File: config.mk
export PLATFORM = sky130hd
export DESIGN_NAME = branch_predictor
export DESIGN_NICKNAME = d
export VERILOG_FILES = /design/src/rtl/bp_pkg.sv /design/src/rtl/branch_predictor_bht.sv /design/src/rtl/branch_predictor.sv
export SDC_FILE = /design/constraint.sdc
export NUM_CORES = 1
export LEC_CHECK = 0
export CAP_MARGIN = 20
export CORE_UTILIZATION = 50
export CTS_CLUSTER_SIZE = 8
export DETAILED_ROUTE_END_ITERATION = 16
export PLACE_DENSITY = 0.75
export SLEW_MARGIN = 30
export SYNTH_ARGS = -nofsm -noshare
export SYNTH_HDL_FRONTEND = slang
export SYNTH_HIERARCHICAL = 1
export SYNTH_SLANG_ARGS = --single-unit
File: constraint.sdc
create_clock -name clk_i -period 8.5 [get_ports clk_i]
set_input_delay 1.7 -clock clk_i [delete_from_list [all_inputs] [get_ports clk_i]]
set_output_delay 1.7 -clock clk_i [all_outputs]
set_load 0.05 [all_outputs]
File: src/rtl/bp_pkg.sv
// Shared opcode, jump-select and counter definitions for the gshare branch predictor.
// Pure declarations: no timing or flow control of its own.
package bp_pkg;

  localparam logic [5:0] OP_J   = 6'h02;
  localparam logic [5:0] OP_JAL = 6'h03;
  localparam logic [5:0] OP_BEQ = 6'h04;
  localparam logic [5:0] OP_BNE = 6'h05;

  localparam logic [1:0] JSEL_SEQ = 2'b00;
  localparam logic [1:0] JSEL_J   = 2'b01;
  localparam logic [1:0] JSEL_JR  = 2'b10;

  typedef enum logic [1:0] {
    STRONG_NT = 2'b00,
    WEAK_NT   = 2'b01,
    WEAK_T    = 2'b10,
    STRONG_T  = 2'b11
  } ctr_e;

  // Saturating 2-bit counter step; holds at either end rather than wrapping.
  function automatic ctr_e ctr_next(input ctr_e c, input logic taken);
    ctr_e n;
    n = c;
    if (taken && (c != STRONG_T)) begin
      n = ctr_e'(c + 2'd1);
    end else if (!taken && (c != STRONG_NT)) begin
      n = ctr_e'(c - 2'd1);
    end
    return n;
  endfunction

endpackage

File: src/rtl/branch_predictor_bht.sv
// Table of 2-bit saturating counters: async read, one saturating write per clock.
// Read is 0-cycle with no bypass of a same-cycle write; never backpressures.
module bht
  import bp_pkg::*;
#(
  parameter int INDEX_WIDTH = 6
) (
  input  logic                   clk_i,
  input  logic                   rst_i,
  input  logic [INDEX_WIDTH-1:0] rd_idx_i,
  output ctr_e                   rd_ctr_o,
  input  logic                   wr_en_i,
  input  logic [INDEX_WIDTH-1:0] wr_idx_i,
  input  logic                   wr_taken_i
);

  localparam int DEPTH = 1 << INDEX_WIDTH;

  ctr_e ctr_q [DEPTH];
  ctr_e ctr_d [DEPTH];

  always_comb begin
    ctr_d = ctr_q;
    if (wr_en_i) begin
      ctr_d[wr_idx_i] = ctr_next(ctr_q[wr_idx_i], wr_taken_i);
    end
  end

  always_ff @(posedge clk_i or posedge rst_i) begin
    if (rst_i) begin
      for (int i = 0; i < DEPTH; i++) begin
        ctr_q[i] <= WEAK_NT;
      end
    end else begin
      ctr_q <= ctr_d;
    end
  end

  assign rd_ctr_o = ctr_q[rd_idx_i];

endmodule

File: src/rtl/branch_predictor.sv
// Gshare next-PC predictor: combinational F-stage prediction, D-side record, miss flag.
// Prediction 0 cycles; D record held by stall_d_i, killed by flush_d_i; no self-flush.
module branch_predictor
  import bp_pkg::*;
#(
  parameter int INDEX_WIDTH = 6,
  parameter int HIST_WIDTH  = 4
) (
  input  logic        clk_i,
  input  logic        rst_i,
  input  logic [31:0] pc_f_i,
  input  logic [31:0] instr_f_i,
  input  logic        stall_f_i,
  input  logic        stall_d_i,
  input  logic        flush_d_i,
  input  logic        pc_src_d_i,
  input  logic [2:0]  jump_d_i,
  output logic [31:0] predict_pc_o,
  output logic        predict_miss_o
);

  logic [5:0]             opcode_f;
  logic                   is_branch_f;
  logic                   is_jump_f;
  logic                   pred_taken_f;
  logic [31:0]            pc4_f;
  logic [31:0]            btarget_f;
  logic [31:0]            jtarget_f;
  logic [INDEX_WIDTH-1:0] idx_f;
  ctr_e                   ctr_f;

  logic [HIST_WIDTH-1:0]  ghr_q, ghr_d;
  logic                   valid_q, valid_d;
  logic                   is_branch_q, is_branch_d;
  logic                   pred_taken_q, pred_taken_d;
  logic [INDEX_WIDTH-1:0] idx_q, idx_d;
  logic                   update;

  // Fetch stall only matters through pc_f_i being held upstream.
  logic unused_ok;
  assign unused_ok = ^{stall_f_i, jump_d_i[2]};

  assign opcode_f    = instr_f_i[31:26];
  assign is_branch_f = (opcode_f == OP_BEQ) || (opcode_f == OP_BNE);
  assign is_jump_f   = (opcode_f == OP_J) || (opcode_f == OP_JAL);
  assign idx_f       = pc_f_i[INDEX_WIDTH+1:2] ^ INDEX_WIDTH'(ghr_q);
  assign pc4_f       = pc_f_i + 32'd4;
  assign btarget_f   = pc4_f + {{14{instr_f_i[15]}}, instr_f_i[15:0], 2'b00};
  assign jtarget_f   = {pc4_f[31:28], instr_f_i[25:0], 2'b00};
  assign pred_taken_f = is_branch_f & ctr_f[1];

  bht #(
    .INDEX_WIDTH(INDEX_WIDTH)
  ) u_bht (
    .clk_i      (clk_i),
    .rst_i      (rst_i),
    .rd_idx_i   (idx_f),
    .rd_ctr_o   (ctr_f),
    .wr_en_i    (update),
    .wr_idx_i   (idx_q),
    .wr_taken_i (pc_src_d_i)
  );

  always_comb begin
    predict_pc_o = pc4_f;
    if (is_jump_f) begin
      predict_pc_o = jtarget_f;
    end else if (pred_taken_f) begin
      predict_pc_o = btarget_f;
    end
  end

  always_comb begin
    valid_d      = valid_q;
    is_branch_d  = is_branch_q;
    pred_taken_d = pred_taken_q;
    idx_d        = idx_q;
    if (flush_d_i) begin
      valid_d = 1'b0;
    end else if (!stall_d_i) begin
      valid_d      = 1'b1;
      is_branch_d  = is_branch_f;
      pred_taken_d = pred_taken_f;
      idx_d        = idx_f;
    end
  end

  // jr is always predicted as pc4, so resolving one in D is a guaranteed miss.
  assign predict_miss_o = valid_q & ~stall_d_i &
                          ((is_branch_q & (pc_src_d_i != pred_taken_q)) |
                           (jump_d_i[1:0] == JSEL_JR));

  assign update = valid_q & is_branch_q & ~stall_d_i;

  always_comb begin
    ghr_d = ghr_q;
    if (update) begin
      ghr_d = {ghr_q[HIST_WIDTH-2:0], pc_src_d_i};
    end
  end

  always_ff @(posedge clk_i or posedge rst_i) begin
    if (rst_i) begin
      ghr_q        <= '0;
      valid_q      <= 1'b0;
      is_branch_q  <= 1'b0;
      pred_taken_q <= 1'b0;
      idx_q        <= '0;
    end else begin
      ghr_q        <= ghr_d;
      valid_q      <= valid_d;
      is_branch_q  <= is_branch_d;
      pred_taken_q <= pred_taken_d;
      idx_q        <= idx_d;
    end
  end

endmodule

==> results of run 1 <==
[worst max-delay path, stage by stage]
cell	delay [ps]
sky130_fd_sc_hd__clkdlybuf4s50_1	610
sky130_fd_sc_hd__and4_1	360
sky130_fd_sc_hd__nand3_1	170
sky130_fd_sc_hd__or2_1	290
sky130_fd_sc_hd__nor2_1	420
sky130_fd_sc_hd__nand3_1	160
sky130_fd_sc_hd__xnor2_1	360
sky130_fd_sc_hd__ha_1	350
sky130_fd_sc_hd__a21o_1	180
sky130_fd_sc_hd__a21oi_1	260
sky130_fd_sc_hd__o21ai_0	120
sky130_fd_sc_hd__a21oi_1	250
sky130_fd_sc_hd__o211ai_1	160
sky130_fd_sc_hd__mux4_2	320
sky130_fd_sc_hd__a2111oi_2	500
sky130_fd_sc_hd__buf_12	200
[final timing paths]
check	startpoint	end	slack [ps]	cells after the start
min	u_bht/ctr_q[6]	u_bht/ctr_q[6]	500	2
min reg2reg	u_bht/ctr_q[6]	u_bht/ctr_q[6]	500	2
max reg2reg	idx_q[0]	u_bht/ctr_q[117]	3340	12
max	pc_f_i[4]	predict_pc_o[31]	380	16
max in group asynchronous	rst_i	u_bht/ctr_q[49]	5290	3
min in group asynchronous	rst_i	is_branch_q	1720	2
[cell type report]
type | instances | share of cell area
Multi-Input combinational cell | 1055 | 0.558
Sequential cell | 141 | 0.273
Timing Repair Buffer | 127 | 0.0905
Clock buffer | 18 | 0.0333
Tap cell | 285 | 0.0270
Clock inverter | 14 | 0.0115
Inverter | 21 | 0.00625
[state kept, by name, summed over array words and instances (netlist names)]
register	count
ghr_q	4
idx_q	6
is_branch_q	1
pred_taken_q	1
u_bht/ctr_q	128
valid_q	1
[per-stage QoR]
step	hold slack [ps]	power, mW	worst slack, ps	utilization
floorplan	459	1.23	221	-
global placement	479	1.39	458	0.558
detailed placement	488	1.40	369	0.558
CTS	500	2.15	341	0.585
global route	523	2.24	140	0.585
finish	496	2.16	383	0.585
[placed cells by master, fill, tap and decap left out, types with 21 or more instances in the layout]
cell and instances:
sky130_fd_sc_hd__a211o_1 21, sky130_fd_sc_hd__nand3_1 77, sky130_fd_sc_hd__dfrtp_1 76, sky130_fd_sc_hd__nor4_1 25, sky130_fd_sc_hd__o21ai_1 23, sky130_fd_sc_hd__dfstp_2 64
sky130_fd_sc_hd__nor3_1 32, sky130_fd_sc_hd__xnor2_1 33, sky130_fd_sc_hd__o31ai_2 39, sky130_fd_sc_hd__buf_4 39, sky130_fd_sc_hd__nand2_1 187, sky130_fd_sc_hd__a21oi_1 72
sky130_fd_sc_hd__mux4_2 35, sky130_fd_sc_hd__o21ai_2 21, sky130_fd_sc_hd__clkdlybuf4s50_1 85, sky130_fd_sc_hd__ha_1 39, sky130_fd_sc_hd__o21ai_0 56, sky130_fd_sc_hd__nor2_1 109
[what timing repair did]
action,CTS,global route
hold buffers,0,0
hold endpoints to repair,0,0
gates resized for setup,0,1
setup endpoints to repair,0,1
[layer usage]
layer,track usage,vias to the layer above,routed length (um)
met5,0,-,0
met4,0.0971,0,861
met3,0.0699,81,3680
met2,0.455,601,15800
met1,0.429,5242,15200
li1,-,5010,-
[power by group through the flow]
stage          logic, mW  clock network (mW)  registers [mW]
5_1_grt            0.729               0.792           0.723
6_report           0.690               0.752           0.722
4_1_cts            0.674               0.757           0.721
3_5_place_dp       0.671                   0           0.733
2_1_floorplan      0.527                   0           0.700
3_3_place_gp       0.662                   0           0.732
==> impl_results.html, run 1 <==
<table>
<tr><th>Metric</th><th>Value</th></tr>
<tr><th colspan="2">Placed design</th></tr>
<tr><td>Number of input and output port buffers inserted</td><td>between 100 and 150</td></tr>
<tr><td>Total half-perimeter wirelength after legalization and detailed placement</td><td>between 20 and 25 mm</td></tr>
<tr><td>Instance area after placement</td><td>around 13000 um^2</td></tr>
<tr><td># placed instances</td><td>approximately 1600</td></tr>
<tr><td>GP Congestion</td><td>between 0.9 and 1</td></tr>
<tr><th colspan="2">Clock network</th></tr>
<tr><td>TritonCTS sink count</td><td>roughly 140</td></tr>
<tr><td>Maximum number of buffers from clock root to sink</td><td>2</td></tr>
<tr><td>Total clock buffers created by CTS</td><td>17</td></tr>
<tr><td>Root buffer cell</td><td>sky130_fd_sc_hd__clkbuf_16</td></tr>
<tr><td>Clock-pin transition on the worst setup and hold timing paths</td><td>roughly 60 ps</td></tr>
<tr><td>Clock latency at the later pin of the worst-skew pair</td><td>approximately 430 ps</td></tr>
<tr><td>Clock tree from TritonCTS</td><td>built</td></tr>
<tr><td>H-tree levels</td><td>4</td></tr>
<tr><td>Post-CTS Setup Repair Bufs</td><td>0</td></tr>
<tr><th colspan="2">Cells and area</th></tr>
<tr><td>Total Nets Final</td><td>approximately 1500</td></tr>
<tr><td>Storage element area</td><td>about 3600 um^2</td></tr>
<tr><td>Post-route standard cell area excluding fillers</td><td>about 13000 um^2</td></tr>
<tr><td>Antenna cells</td><td>0</td></tr>
<tr><td>Fill cell total of the finished layout</td><td>a little over 2000</td></tr>
<tr><td>Area occupied by multi-input gates</td><td>approximately 7400 um^2</td></tr>
<tr><td>Final non-filler cell total</td><td>about 1700</td></tr>
<tr><td>Signed area change from the synthesized netlist to the final layout</td><td>14.8%</td></tr>
<tr><td>Layout cell share with drive strength beyond 1</td><td>0.196</td></tr>
<tr><th colspan="2">Detailed routing</th></tr>
<tr><td>Total length of routed wires</td><td>between 30 and 40 mm</td></tr>
<tr><td>Average wire per standard cell</td><td>around 21 um</td></tr>
<tr><td>Post-route antenna net violation count</td><td>0</td></tr>
<tr><td>Vias per Instance</td><td>roughly 6.6</td></tr>
<tr><td>1st-iter DRT viols</td><td>~1200</td></tr>
<tr><td>Vias after detailed routing</td><td>~11000</td></tr>
<tr><td>First-pass detailed-route iteration total</td><td>6</td></tr>
<tr><td>DRC violations left</td><td>0</td></tr>
<tr><th colspan="2">Timing</th></tr>
<tr><td>Summed negative setup slack over all endpoints</td><td>0 ps</td></tr>
<tr><td>Fmax</td><td>about 0.12 GHz</td></tr>
<tr><td>Final setup violation count</td><td>0</td></tr>
<tr><td>Final number of hold-violating endpoints</td><td>0</td></tr>
<tr><td>Time the final worst path needs with I/O delays and setup</td><td>slightly above 8000 ps</td></tr>
<tr><td>Unrepaired setup endpoints after global routing</td><td>false</td></tr>
<tr><td>Count of pins over their slew limit</td><td>0</td></tr>
<tr><td>Ratio of final minimum period to clock period</td><td>0.955</td></tr>
<tr><td>Max-slew headroom at the worst pin</td><td>0.328</td></tr>
<tr><td>Transition time at the pin with the least slew margin</td><td>~1000 ps</td></tr>
<tr><td>Setup clock skew after layout</td><td>between 10 and 15 ps</td></tr>
<tr><th colspan="2">Power and ir drop</th></tr>
<tr><td>Cell internal power dissipation</td><td>1.31 mW</td></tr>
<tr><td>Switch share</td><td>0.395</td></tr>
<tr><td>Clock network fraction of total power</td><td>0.348</td></tr>
<tr><td>Power spent charging and discharging nets</td><td>roughly 0.86 mW</td></tr>
<tr><td>Fraction of power consumed by sequential logic</td><td>0.334</td></tr>
<tr><td>Cell leakage power</td><td>between 5 and 6 nW</td></tr>
<tr><td>Power density cells</td><td>roughly 160 nW/um^2</td></tr>
<tr><td>Highest ir drop seen on vdd</td><td>about 0.00014 V</td></tr>
<tr><td>Part of the power in combinational logic</td><td>0.319</td></tr>
<tr><th colspan="2">Global route</th></tr>
<tr><td>Total congestion overflow</td><td>0</td></tr>
<tr><td>Number of global-route vias before repair</td><td>10235</td></tr>
<tr><td>Global-route wire length before repair</td><td>approximately 56 mm</td></tr>
<tr><td>Largest net degree at the start of global routing</td><td>66</td></tr>
<tr><td>Antenna violations before repair</td><td>0</td></tr>
<tr><td>Overall Global Routing Usage</td><td>0.303</td></tr>
<tr><th colspan="2">Yosys</th></tr>
<tr><td>Synth Cell Area</td><td>11500 um^2</td></tr>
<tr><td>Synthesized instance count</td><td>~1300</td></tr>
<tr><td>Synthesized area per cell</td><td>a little under 9 um^2</td></tr>
<tr><td>Syn nets</td><td>1433</td></tr>
<tr><td>Total number of yosys warnings</td><td>6</td></tr>
<tr><th colspan="2">Critical path</th></tr>
<tr><td>Critical Path Start Type</td><td>primary input</td></tr>
<tr><td>Critical Path Fanout Max</td><td>7</td></tr>
<tr><td>Type of element capturing the critical path</td><td>output port</td></tr>
<tr><td>Crit path DAT</td><td>around 6400 ps</td></tr>
<tr><td>Classification of the worst setup path</td><td>in2out</td></tr>
<tr><td>Required time worst endpoint</td><td>between 6000 and 7000 ps</td></tr>
<tr><th colspan="2">Die</th></tr>
<tr><td>Area of the core region</td><td>around 23000 um^2</td></tr>
<tr><td>Width of the die</td><td>154 um</td></tr>
<tr><td>Top-Level Pins</td><td>~110</td></tr>
<tr><td>Die Area</td><td>23600 um^2</td></tr>
<tr><td>Number of cell rows</td><td>55</td></tr>
<tr><td>Chip Height</td><td>154 um</td></tr>
<tr><td>Starting density of the core</td><td>0.510</td></tr>
<tr><th colspan="2">Worst hold path</th></tr>
<tr><td>Path category of the worst min-delay check</td><td>reg2reg</td></tr>
<tr><th colspan="2">Flow run</th></tr>
<tr><td>Maximum Capacitance Violations</td><td>0</td></tr>
<tr><th colspan="2">Status</th></tr>
<tr><td>Status</td><td>complete, no violations</td></tr>
</table>
(Power assumes the default switching activity.)
==> inputs of run 2 (changes only) <==
clock period = 9.3 ns   (was 8.5 ns; I/O delays follow)
==> run 2 against run 1 <==
Clock skew is 3.7 ps lower. Setup slack better by 280 ps. Cell count hardly changed. Non-clock buffer count is 1 lower. Total power is 9.0% lower. Clock-buffer cell count is 3 higher. Clock power is 10% lower. Via count is 1.6% higher. Sequential power is 9.8% lower. Largest cell class unchanged.
==> impl_results.html, run 2 (synthesis gave the netlist of run 1 again) <==
<table>
<tr><th>Metric</th><th>Value</th></tr>
<tr><th colspan="2">Cells and area</th></tr>
<tr><td>Antenna cells</td><td>0 (unchanged)</td></tr>
<tr><td>Signed area change from the synthesized netlist to the final layout</td><td>14.8% (about the same)</td></tr>
<tr><td>Most common cell after layout, fill and taps aside</td><td>sky130_fd_sc_hd__nand2_1 (unchanged)</td></tr>
<tr><td>Post-route standard cell area excluding fillers</td><td>13200 um^2 (about the same)</td></tr>
<tr><td>Most frequent cells in the layout</td><td>187 x sky130_fd_sc_hd__nand2_1, 110 x sky130_fd_sc_hd__nor2_1, 101 x sky130_fd_sc_hd__clkdlybuf4s50_1 (was 187 x sky130_fd_sc_hd__nand2_1, 109 x sky130_fd_sc_hd__nor2_1, 85 x sky130_fd_sc_hd__clkdlybuf4s50_1)</td></tr>
<tr><td>Total Nets Final</td><td>1475 (was 1476)</td></tr>
<tr><td>Largest registers</td><td>u_bht/ctr_q (128), idx_q (6), ghr_q (4) (unchanged)</td></tr>
<tr><td>Register bank with the most flops</td><td>u_bht/ctr_q (unchanged)</td></tr>
<tr><td>Layout cell share with drive strength beyond 1</td><td>0.181 (was 0.196)</td></tr>
<tr><td>Flip-flop count of the largest register, all copies and words added</td><td>128 (unchanged)</td></tr>
<tr><td>Fill cell total of the finished layout</td><td>1947 (was 2011)</td></tr>
<tr><th colspan="2">Timing</th></tr>
<tr><td>Summed negative setup slack over all endpoints</td><td>0 ps (unchanged)</td></tr>
<tr><td>Count of pins over their slew limit</td><td>0 (unchanged)</td></tr>
<tr><td>Transition time at the pin with the least slew margin</td><td>1070 ps (was 1010 ps)</td></tr>
<tr><td>Fmax</td><td>about 0.12 GHz</td></tr>
<tr><td>Unrepaired setup endpoints after global routing</td><td>false (unchanged)</td></tr>
<tr><td>Final number of hold-violating endpoints</td><td>0 (unchanged)</td></tr>
<tr><td>Max-slew headroom at the worst pin</td><td>0.286 (was 0.328)</td></tr>
<tr><td>Time the final worst path needs with I/O delays and setup</td><td>8640 ps</td></tr>
<tr><td>Final setup violation count</td><td>0 (unchanged)</td></tr>
<tr><td>Ratio of final minimum period to clock period</td><td>0.929</td></tr>
<tr><td>Setup clock skew after layout</td><td>8.20 ps (was 11.9 ps)</td></tr>
<tr><th colspan="2">Critical path</th></tr>
<tr><td>Type of element capturing the critical path</td><td>output port (unchanged)</td></tr>
<tr><td>Classification of the worst setup path</td><td>in2out (unchanged)</td></tr>
<tr><td>Worst setup slack for register-to-register paths</td><td>4080 ps (was 3340 ps)</td></tr>
<tr><td>Crit path DAT</td><td>6780 ps (was 6420 ps)</td></tr>
<tr><td>Critical Path Fanout Max</td><td>7 (unchanged)</td></tr>
<tr><td>Required time worst endpoint</td><td>7440 ps (was 6800 ps)</td></tr>
<tr><td>Critical Path Start Type</td><td>primary input (unchanged)</td></tr>
<tr><th colspan="2">Die</th></tr>
<tr><td>Starting density of the core</td><td>0.510 (unchanged)</td></tr>
<tr><td>Chip Height</td><td>154 um (unchanged)</td></tr>
<tr><td>Width of the die</td><td>154 um (unchanged)</td></tr>
<tr><td>Die Area</td><td>23600 um^2 (unchanged)</td></tr>
<tr><td>Area of the core region</td><td>22600 um^2 (unchanged)</td></tr>
<tr><td>Number of cell rows</td><td>55 (unchanged)</td></tr>
<tr><td>Top-Level Pins</td><td>106 (unchanged)</td></tr>
<tr><th colspan="2">Detailed routing</th></tr>
<tr><td>Total length of routed wires</td><td>35.9 mm (was 35.5 mm)</td></tr>
<tr><td>Average wire per standard cell</td><td>21.6 um (was 21.4 um)</td></tr>
<tr><td>First-pass detailed-route iteration total</td><td>5 (was 6)</td></tr>
<tr><td>Post-route antenna net violation count</td><td>0 (unchanged)</td></tr>
<tr><td>Vias per Instance</td><td>6.70 (was 6.58)</td></tr>
<tr><td>Vias after detailed routing</td><td>11114 (was 10934)</td></tr>
<tr><td>1st-iter DRT viols</td><td>1296 (was 1220)</td></tr>
<tr><td>DRC violations left</td><td>0 (unchanged)</td></tr>
<tr><th colspan="2">Global route</th></tr>
<tr><td>Number of global-route vias before repair</td><td>10600 (was 10235)</td></tr>
<tr><td>Largest net degree at the start of global routing</td><td>80 (was 66)</td></tr>
<tr><td>Antenna violations before repair</td><td>0 (unchanged)</td></tr>
<tr><td>Total congestion overflow</td><td>0 (unchanged)</td></tr>
<tr><td>Global-route wire length before repair</td><td>57.4 mm (was 56.1 mm)</td></tr>
<tr><td>Overall Global Routing Usage</td><td>0.308 (was 0.303)</td></tr>
<tr><th colspan="2">Placed design</th></tr>
<tr><td>Number of input and output port buffers inserted</td><td>102 (unchanged)</td></tr>
<tr><td>Instance area after placement</td><td>12600 um^2 (about the same)</td></tr>
<tr><td>GP Congestion</td><td>0.970 (was 0.940)</td></tr>
<tr><td>Total half-perimeter wirelength after legalization and detailed placement</td><td>24.7 mm (was 24.2 mm)</td></tr>
<tr><th colspan="2">Clock network</th></tr>
<tr><td>Total clock buffers created by CTS</td><td>17 (unchanged)</td></tr>
<tr><td>Cts-stage hold buffer count</td><td>0 (unchanged)</td></tr>
<tr><td>Post-cts resize count</td><td>0 (unchanged)</td></tr>
<tr><td>Clock tree from TritonCTS</td><td>built (unchanged)</td></tr>
<tr><td>Maximum number of buffers from clock root to sink</td><td>2 (unchanged)</td></tr>
<tr><td>Clock latency at the later pin of the worst-skew pair</td><td>430 ps (about the same)</td></tr>
<tr><td>Post-CTS Setup Repair Bufs</td><td>0 (unchanged)</td></tr>
<tr><td>TritonCTS sink count</td><td>141 (unchanged)</td></tr>
<tr><td>Clock-pin transition on the worst setup and hold timing paths</td><td>60 ps (about the same)</td></tr>
<tr><td>Root buffer cell</td><td>sky130_fd_sc_hd__clkbuf_16 (unchanged)</td></tr>
<tr><td>H-tree levels</td><td>4 (unchanged)</td></tr>
<tr><th colspan="2">Power and ir drop</th></tr>
<tr><td>Cell leakage power</td><td>5.15 nW (was 5.16 nW)</td></tr>
<tr><td>Highest ir drop seen on vdd</td><td>0.000112 V (was 0.000139 V)</td></tr>
<tr><td>Power density cells</td><td>149 nW/um^2 (was 164 nW/um^2)</td></tr>
<tr><th colspan="2">Status</th></tr>
<tr><td>Status</td><td>complete, no violations (unchanged)</td></tr>
<tr><th colspan="2">Worst hold path</th></tr>
<tr><td>Path category of the worst min-delay check</td><td>reg2reg (unchanged)</td></tr>
<tr><th colspan="2">Flow run</th></tr>
<tr><td>Maximum Capacitance Violations</td><td>0 (unchanged)</td></tr>
</table>
==> run 2: final cells by class <==
cell class	count	area (um^2)	area share
Multi-Input combinational cell	1055	7360	0.557
Sequential cell	141	3610	0.273
Timing Repair Buffer	126	1220	0.0925
Clock buffer	21	470	0.0356
Tap cell	285	357	0.0270
Clock inverter	11	108	0.00814
Inverter	21	82.6	0.00625
==> run 2: report_power, final <==
group          switching (mW)  leakage [nW]  internal [mW]
logic                   0.454          3.15          0.189
registers              0.0260          1.72          0.625
clock network           0.283         0.280          0.392
total                   0.763          5.15           1.21
==> run 2: through the flow <==
stage | util | hold WS (ps) | power (mW) | cells | setup WS [ps]
global placement | 0.559 | 480 | 1.28 | 1627 | 781
detailed placement | 0.560 | 485 | 1.29 | 1628 | 710
CTS | 0.585 | 495 | 1.96 | 1660 | 700
floorplan | - | 459 | 1.12 | 1320 | 701
global route | 0.585 | 506 | 2.04 | 1660 | 335
finish | 0.585 | 496 | 1.97 | 1660 | 662
==> run 2: worst max-delay path, cell delays in order <==
cell and delay [ps]:
sky130_fd_sc_hd__clkdlybuf4s50_1 610, sky130_fd_sc_hd__and4_1 360, sky130_fd_sc_hd__nand3_1 180, sky130_fd_sc_hd__or2_1 300
sky130_fd_sc_hd__nor2_1 100, sky130_fd_sc_hd__buf_4 160, sky130_fd_sc_hd__nand4_1 130, sky130_fd_sc_hd__xnor2_1 350
sky130_fd_sc_hd__ha_1 230, sky130_fd_sc_hd__nand4_1 140, sky130_fd_sc_hd__or3_1 350, sky130_fd_sc_hd__o21ai_1 300
sky130_fd_sc_hd__nor2b_1 140, sky130_fd_sc_hd__o41ai_1 500, sky130_fd_sc_hd__xnor2_1 110, sky130_fd_sc_hd__a21oi_1 150
sky130_fd_sc_hd__clkdlybuf4s50_1 820
==> run 2: path summary, 6_finish.rpt <==
check / from / end / depth (start not counted)
max: pc_f_i[6] / predict_pc_o[28] / 17
min: u_bht/ctr_q[98] / u_bht/ctr_q[98] / 2
max reg2reg: idx_q[0] / u_bht/ctr_q[10] / 12
min reg2reg: u_bht/ctr_q[98] / u_bht/ctr_q[98] / 2
max in group asynchronous: rst_i / u_bht/ctr_q[53] / 3
min in group asynchronous: rst_i / is_branch_q / 2
==> run 2: layer usage <==
layer / GRT usage / vias to the layer above / share of wire
met1: 0.421 / 5380 / 0.42
met4: 0.120 / 0 / 0.031
li1: - / 4999 / -
met3: 0.0803 / 107 / 0.10
met5: 0 / - / 0
met2: 0.467 / 628 / 0.45
==> RTL edit, RTL diff (flow settings as in run 2) <==
`INDEX_WIDTH` is set to 6 in 2 places; all go to 8.
--- a/src/rtl/branch_predictor_bht.sv
+++ b/src/rtl/branch_predictor_bht.sv
@@ -3,7 +3,7 @@
 module bht
   import bp_pkg::*;
 #(
-  parameter int INDEX_WIDTH = 6
+  parameter int INDEX_WIDTH = 8
 ) (
   input  logic                   clk_i,
   input  logic                   rst_i,
--- a/src/rtl/branch_predictor.sv
+++ b/src/rtl/branch_predictor.sv
@@ -3,7 +3,7 @@
 module branch_predictor
   import bp_pkg::*;
 #(
-  parameter int INDEX_WIDTH = 6,
+  parameter int INDEX_WIDTH = 8,
   parameter int HIST_WIDTH  = 4
 ) (
   input  logic        clk_i,
Formal check against the unedited RTL: not equivalent (Yosys sat finds a counterexample within 4 cycles, from zero or initial values and one cycle with rst_i high).
==> RTL edit against run 2 <==
Sequential cell count rose by 386; fmax is 1.2% higher; utilization fell by 2.0 points; power grew to 3.2 times the old value; global-route usage is 0.69 points lower; non-clock buffer count grew 53; clock power increased to 3.8 times the old value; setup slack improved by 0.10 ns; sequential share of layout area is 11 points higher; sequential power rose to 3.6 times the old value; area after synthesis grew to 2.8 times the old value; routed wire length grew to 2.7 times the old value; combinational power rose by 120%; cell area grew to 2.7 times the old value; critical path type unchanged; largest power group unchanged.
==> RTL edit: results (changes against run 2) <==
{| class="wikitable"
! Metric !! Value
|-
| Power dissipated by switching net loads || 2.075 mW (was 0.7632 mW)
|-
| Clock insertion delay at the later pin of the skew report || 0.61 ns (was 0.43 ns)
|-
| Pin count of the biggest net entering global routing || 236 (was 80)
|-
| Cts bufs inserted || 75 (was 17)
|-
| Hold Path End || u_bht/ctr_q[366]$_DFFE_PP1P_ (was u_bht/ctr_q[98]$_DFFE_PP1P_)
|-
| GRT Resource Usage Total || 30.14% (was 30.83%)
|-
| R2r worst-path depth || 14 (was 12)
|-
| Detailed-placement wirelength estimate || 56.92 mm (was 24.68 mm)
|-
| Count of fill cells added during filler insertion || 5364 (was 1947)
|-
| Global-route wire length before repair || 150.9 mm (was 57.37 mm)
|-
| Depth of the CTS H-tree || 3 (was 4)
|-
| Regs by FF count || u_bht/ctr_q (512), idx_q (8), ghr_q (4) (was u_bht/ctr_q (128), idx_q (6), ghr_q (4))
|-
| Share of cells above drive strength 1 || 24.25% (was 18.11%)
|-
| Worst setup slack for register-to-register paths || 3.26 ns (was 4.08 ns)
|-
| CTS Buffer Depth || 3 (was 2)
|-
| Met3 Resource Use GR || 6.032% (was 8.033%)
|-
| Detailed-route wire length per cell || 23.35 um (was 21.60 um)
|-
| First-pass iteration count of the detailed router || 6 (was 5)
|-
| Crit Path Max Fanout || 8 (was 7)
|-
| Hold path startpoint || u_bht/ctr_q[366]$_DFFE_PP1P_ (was u_bht/ctr_q[98]$_DFFE_PP1P_)
|-
| CP peak stage delay || 0.67 ns (was 0.82 ns)
|-
| Global routing met2 resource utilization || 46.63% (was 46.67%)
|-
| Worst hold slack || 0.4641 ns (was 0.4956 ns)
|-
| Length of routed met2 wiring || 44.70 mm (was 16.14 mm)
|-
| Gpl congestion || 0.8876 (was 0.9703)
|-
| Critical Path AT || 6.68 ns (was 6.78 ns)
|-
| VDD IR max || 0.2650 mV (was 0.1124 mV)
|-
| Outcome || completed (unchanged)
|-
| Routed via count divided by cell count || 6.466 (was 6.695)
|-
| Max-slew headroom at the worst pin || 34.06% (was 28.58%)
|-
| Worst R2R End || u_bht/ctr_q[48]$_DFFE_PP1P_ (was u_bht/ctr_q[10]$_DFFE_PP1P_)
|-
| Initial antenna violation count || 1 (was 0)
|}
==> RTL edit: cell types whose count changed in the layout (fill, tap and decap cells not counted), moves of 64 or more <==
| cell | before | now |
|---|---|---|
| sky130_fd_sc_hd__nor2_1 | 110 | 584 |
| sky130_fd_sc_hd__a21oi_1 | 72 | 312 |
| sky130_fd_sc_hd__dfrtp_1 | 76 | 268 |
| sky130_fd_sc_hd__dfstp_2 | 64 | 256 |
| sky130_fd_sc_hd__o31ai_1 | 14 | 173 |
| sky130_fd_sc_hd__mux4_2 | 35 | 164 |
| sky130_fd_sc_hd__or2_2 | 1 | 126 |
| sky130_fd_sc_hd__nand2_1 | 187 | 278 |
| sky130_fd_sc_hd__mux2i_1 | 14 | 98 |
| sky130_fd_sc_hd__o41ai_1 | 1 | 65 |
==> RTL edit: final cells by class <==
cell class	count	share of cell area (%)
tap	846	2.968
multi-input combinational	2444	47.38
sequential	527	37.90
clock buffer	113	5.901
inverter	18	0.2000
timing repair buffer	179	5.624
clock inverter	1	0.02456
==> RTL edit: metrics by stage <==
| step | area, um2 | setup slack (ns) | total power, mW | utilization [%] |
|---|---|---|---|---|
| 2_1_floorplan | 31870 | 0.6967 | 3.427 | - |
| 3_3_place_gp | 33470 | 0.8787 | 3.751 | 53.05 |
| 3_5_place_dp | 33480 | 0.8704 | 3.752 | 53.08 |
| 4_1_cts | 35600 | 0.8669 | 6.288 | 56.43 |
| 5_1_grt | 35660 | 0.5303 | 6.500 | 56.53 |
| 6_report | 35660 | 0.7629 | 6.303 | 56.53 |
==> RTL edit: power by group through the flow <==
stage	clock, mW	combinational, mW	sequential [mW]
final	2.54	1.41	2.35
after global routing	2.66	1.48	2.36
after CTS	2.57	1.37	2.35
after detailed placement	0	1.36	2.39
after global placement	0	1.36	2.39
after floorplan	0	1.07	2.36
